==> config.mk <==
export PLATFORM = sky130hd
export DESIGN_NAME = chart_sequencer
export DESIGN_NICKNAME = d
export VERILOG_FILES = /design/src/rtl/chart_sequencer.sv
export SDC_FILE = /design/constraint.sdc
export NUM_CORES = 1
export LEC_CHECK = 0
export CORE_ASPECT_RATIO = 0.9
export CORE_UTILIZATION = 45
export DETAILED_ROUTE_END_ITERATION = 7
export HOLD_SLACK_MARGIN = 0.08
export PLACE_DENSITY_LB_ADDON = 0.25
export SYNTH_ARGS = -nofsm -noshare
export SYNTH_HDL_FRONTEND = slang
export SYNTH_SLANG_ARGS = --single-unit
==> constraint.sdc <==
create_clock -name Clk -period 6 [get_ports Clk]
set_input_delay 1.2 -clock Clk [delete_from_list [all_inputs] [get_ports Clk]]
set_output_delay 1.2 -clock Clk [all_outputs]
set_load 0.01 [all_outputs]
==> src/rtl/chart_sequencer.sv <==
`timescale 1ns/1ps
`default_nettype none
// +--------------------------------------------------------------------------+
// | chart_sequencer : frame-timed chart ROM playback with prefetch and pause  |
// | Optional feature macro: CHART_LOOP_EN (end marker restarts the chart)     |
// | Revision 1.0                                                              |
// +--------------------------------------------------------------------------+
module chart_sequencer #(
  parameter int TICKS_PER_ROW = 8,
  parameter int ADDR_W        = 10
) (
  input  logic              Clk,
  input  logic              reset_n,
  input  logic              frame_clk,
  input  logic              start,
  input  logic              stop,
  input  logic              pause,
  output logic [ADDR_W-1:0] rom_addr,
  output logic              rom_rd,
  input  logic [4:0]        rom_data,
  output logic [3:0]        display_signal,
  output logic [ADDR_W-1:0] row_count,
  output logic              busy,
  output logic              done
);

  localparam logic [2:0] S_IDLE  = 3'd0;
  localparam logic [2:0] S_FETCH = 3'd1;
  localparam logic [2:0] S_WAIT  = 3'd2;
  localparam logic [2:0] S_PLAY  = 3'd3;
  localparam logic [2:0] S_DONE  = 3'd4;

  localparam logic [7:0] TICK_RELOAD = 8'(TICKS_PER_ROW - 1);

  logic [2:0] state;
  logic [2:0] state_next;
  logic       frame_prev;
  logic       frame_edge;
  logic [7:0] tick_cnt;
  logic [4:0] row_buf;
  logic       start_ok;
  logic       play_step;
  logic       row_due;
  logic       emit;
  logic       end_hit;

  assign frame_edge = frame_clk & ~frame_prev;
  assign start_ok   = start & ~stop & ((state == S_IDLE) | (state == S_DONE));
  assign play_step  = (state == S_PLAY) & frame_edge & ~pause & ~stop;
  assign row_due    = play_step & (tick_cnt == 8'd0);
  assign emit       = row_due & ~row_buf[4];
  assign end_hit    = row_due & row_buf[4];

  always_ff @(posedge Clk or negedge reset_n) begin
    if (!reset_n) begin
      state <= S_IDLE;
    end else begin
      state <= state_next;
    end
  end

  always_comb begin
    state_next = state;
    if (stop) begin
      state_next = S_IDLE;
    end else begin
      case (state)
        S_IDLE, S_DONE: begin
          if (start) state_next = S_FETCH;
        end
        S_FETCH: state_next = S_WAIT;
        S_WAIT:  state_next = S_PLAY;
        S_PLAY: begin
          if (emit) begin
            state_next = S_FETCH;
          end else if (end_hit) begin
`ifdef CHART_LOOP_EN
            state_next = S_FETCH;
`else
            state_next = S_DONE;
`endif
          end
        end
        default: state_next = S_IDLE;
      endcase
    end
  end

  always_comb begin
    busy = 1'b0;
    done = 1'b0;
    case (state)
      S_FETCH, S_WAIT, S_PLAY: busy = 1'b1;
      S_DONE:                  done = 1'b1;
      default:                 ;
    endcase
  end

  // The ROM strobe is high for exactly the one cycle spent in FETCH.
  always_ff @(posedge Clk or negedge reset_n) begin
    if (!reset_n) begin
      frame_prev     <= 1'b0;
      rom_rd         <= 1'b0;
      rom_addr       <= '0;
      row_count      <= '0;
      tick_cnt       <= 8'd0;
      row_buf        <= 5'd0;
      display_signal <= 4'd0;
    end else begin
      frame_prev <= frame_clk;
      rom_rd     <= (state_next == S_FETCH);

      if (state == S_WAIT) begin
        row_buf <= rom_data;
      end

      if (stop) begin
        display_signal <= 4'd0;
      end else if (frame_edge) begin
        display_signal <= emit ? row_buf[3:0] : 4'd0;
      end

      if (start_ok) begin
        rom_addr  <= '0;
        row_count <= '0;
        tick_cnt  <= TICK_RELOAD;
      end else if (emit) begin
        rom_addr  <= rom_addr + ADDR_W'(1);
        row_count <= row_count + ADDR_W'(1);
        tick_cnt  <= TICK_RELOAD;
      end else if (end_hit) begin
`ifdef CHART_LOOP_EN
        rom_addr <= '0;
        tick_cnt <= TICK_RELOAD;
`else
        tick_cnt <= tick_cnt;
`endif
      end else if (play_step) begin
        tick_cnt <= tick_cnt - 8'd1;
      end
    end
  end

endmodule
`default_nettype wire
==> summary.txt <==
Floorplan
  – Die height: 67.0 microns
  – Chip Width: 74.2 microns
  – Die area: 4970 sq um
  – Num ports: 38
  – Initial core utilization: 47.0%
  – Rows: 23
  – Core area: 4490 sq um

Yosys
  – Post-synth top flop: dfrtp_1
  – Most common cell in the netlist: dfrtp_1
  – Post-synthesis adder-cell area fraction: 2.37%
  – Synth area leaders: dfrtp_1 50%, or3_1 3.6%, nor2_1 3.2%, nand4_1 3.0%, a21oi_1 2.8%
  – Compound-Gate Fraction of Synth Area: 12.6%
  – Largest family of logic cells by synthesized area: simple AND/OR/NAND/NOR gates
  – Fraction of the mapped netlist area in simple logic gates: 25.4%
  – FFs w/ async S/R, synth: 100%
  – Mean post-synth cell area: 10.3 sq um
  – Mux contribution to synthesized area: 2.67%
  – Post-Syn Area: 2110 sq um
  – Most frequent cells after synthesis: 42 x dfrtp_1, 18 x nor2_1, 12 x a21oi_1, 12 x or3_1
  – Post-synthesis sequential area ratio: 49.8%
  – Post-synth net total: 221
  – Synth area leader: dfrtp_1
  – Yosys cell types: 49
  – Share of the synthesized area in the top cell type: 49.8%
  – Post-Synthesis Cells: 206
  – Number of flops mapped to enable cells by yosys: 0
  – Flops & latches, synth: 42
  – Synth Area in XOR/XNOR: 4.15%
  – Yosys warns: 0

Setup path
  – Critical path's top delay family: simple AND/OR/NAND/NOR gates
  – Crit-path slowest cell: clkdlybuf4s50_1
  – CP Max Fanout: 8
  – Crit path DAT: 3250 ps
  – Reg2reg end: tick_cnt[4]
  – Critical path startpoint category: input port
  – Crit-path cells: clkdlybuf4s50_1 > nor3b_1 > nand4_2 > or2_1 > or4_1 > a21oi_1
  – Crit end category: flop
  – CP required: 6210 ps
  – Slowest cell delay on critical path: 580 ps
  – Reg2Reg Depth: 8
  – WP buf/inv: 1
  – Critical path class: input port to flop
  – Reg2Reg Launch Point: tick_cnt[0]
  – R2R setup slack: 3630 ps
  – Stages on the worst setup path: 6
  – Crit. Startpoint: stop

Pwr
  – Logic gate share of total power: 10.4%
  – Seq pwr share: 56.5%
  – Overall Power: 565 uW
  – Clk pwr share: 33.1%
  – Switching power: 143 uW
  – PD cells: 215 nW/um^2
  – Internal: 421 uW
  – Sw frac: 25.4%
  – Leakage: 0.00108 uW
  – Worst VDD drop: 133 uV

Drt
  – Drt total wl: 4.34 mm
  – Number of DRC markers in iteration 0: 103
  – Drt wl/cell: 14.1 microns
  – Total number of vias: 1704
  – Detailed Routing Iterations Pass 1: 4
  – Via density: 5.53
  – Post-route ant nets: 0
  – DRC violation count after routing: 0

Clock network
  – CTS tree: built
  – Clk_lat worst skew: 290 ps
  – Clock Path Buffers: 2
  – Clk root buf: clkbuf_8
  – H-tree lvl count: 2
  – Inserted Clock Buffers: 5
  – Setup Fix Bufs, Post-CTS: 0
  – Clk slew on worst S/H paths: 80 ps
  – Cts hold-fix bufs: 0
  – # resized after CTS: 0
  – Clock Sinks: 42

Placement
  – HPWL after detailed placement: 3.13 mm
  – IO Port Bufs: 37
  – Placer Congestion: 0.826
  – Post-place setup slack: 2650 ps

Hold path
  – Hold EP: display_signal[2]
  – Worst hold stages: 1
  – HP Start: row_buf[2]
  – Min-delay worst type: flop to flop

STA
  – RSZ-0062 raised after global routing: false
  – Setup TNS: 0 ps
  – Final worst path period need: 3030 ps
  – Fin worst setup slack: 2970 ps
  – Actual slew at the worst max-slew pin: 911 ps
  – Worst Skew: 8.51 ps
  – Final setup violation count: 0
  – Final hold viol count: 0
  – Max Clk Rate: 330 MHz
  – Relative slew slack: 39.3%
  – Slew Limit Fails: 0
  – Final worst-path cycle share: 50.5%

Layout
  – NumNets Final: 260
  – Antenna cells: 0
  – Fill cells: 414
  – Layout cells sized above 1: 10.6%
  – Area growth syn-to-layout: 24.3%

GRT
  – GRT overflow: 0
  – Largest net degree at the start of global routing: 43
  – Tot GR Track Use: 19.7%
  – First-pass GRT wire length: 7.39 mm
  – Vias in the first global route: 1607
  – Number of antenna violations at the first check in global routing: 0

Flow run
  – Number of max-cap violations: 0

Outcome
  – Status: completed
## per-stage QoR
step / utilization (%) / hold slack [ps] / cell area, sq um / std cells
CTS: 58.5 / 504 / 2630 / 308
global route: 58.5 / 533 / 2630 / 308
finish: 58.5 / 506 / 2630 / 308
floorplan: - / 469 / 2110 / 206
detailed placement: 56.4 / 484 / 2530 / 300
global placement: 56.4 / 477 / 2530 / 300
## state kept, by name (all words and copies together) (netlist names)
signal	count
rom_addr	10
row_count	10
tick_cnt	8
row_buf	5
display_signal	4
state	3
frame_prev	1
rom_rd	1
## layer usage
layer	GRT usage (%)	vias to the layer above	part of all wire, %
met1	27.0	823	48
met5	0	-	0
met3	4.08	6	4.8
li1	-	831	-
met4	6.60	0	1.1
met2	31.0	44	46
## worst max-delay path by stage
stage	endpoint	slack [ps]
3_5_place_dp	tick_cnt[4]	2650
4_1_cts	rom_addr[7]	2960
5_1_grt	rom_addr[7]	2870
6_report	rom_addr[7]	2970
3_3_place_gp	rom_addr[7]	2710
2_1_floorplan	rom_addr[7]	3220
## worst reg2reg max path, cell delays in order (launching register included)
cell	delay (ps)
dfrtp_1	440
inv_1	100
ha_1	140
nor3b_1	390
nand3_1	290
o21ai_1	380
or2_4	220
inv_2	60
o311ai_1	250
## cells by family after synthesis
kind of cell,after synthesis
compound gates,41
simple gates,89
buf+inv,15
fa+ha+maj,4
flops,42
mux,5
xor+xnor,10
## power groups by stage
| stage | sequential, uW | clock (uW) | combinational [uW] |
|---|---|---|---|
| 2_1_floorplan | 315 | 0 | 41.4 |
| 3_3_place_gp | 323 | 0 | 58.8 |
| 3_5_place_dp | 324 | 0 | 60.3 |
| 4_1_cts | 318 | 192 | 60.2 |
| 5_1_grt | 322 | 205 | 65.7 |
| 6_report | 319 | 187 | 58.8 |
## cells in the final DEF, fill, tap and decap left out, types with 6 or more instances in the layout
cell              n
a21oi_1          12
nand2_1          10
clkbuf_8          6
nand3_1           8
dfrtp_1          42
xor2_1            6
or3_1            12
clkdlybuf4s50_1  36
o21ai_0           9
a22o_1            6
inv_1             8
nand4_1          10
nor2_1           18
## layout make-up
type / count / area (sq um) / area share [%]
sequential: 42 / 1050 / 40.0
multi-input combinational: 149 / 995 / 37.9
timing repair buffer: 38 / 373 / 14.2
clock buffer: 6 / 82.6 / 3.15
tap: 62 / 77.6 / 2.96
inverter: 9 / 33.8 / 1.29
clock inverter: 2 / 12.5 / 0.477
No activity file was read; power rests on OpenSTA's default activity.
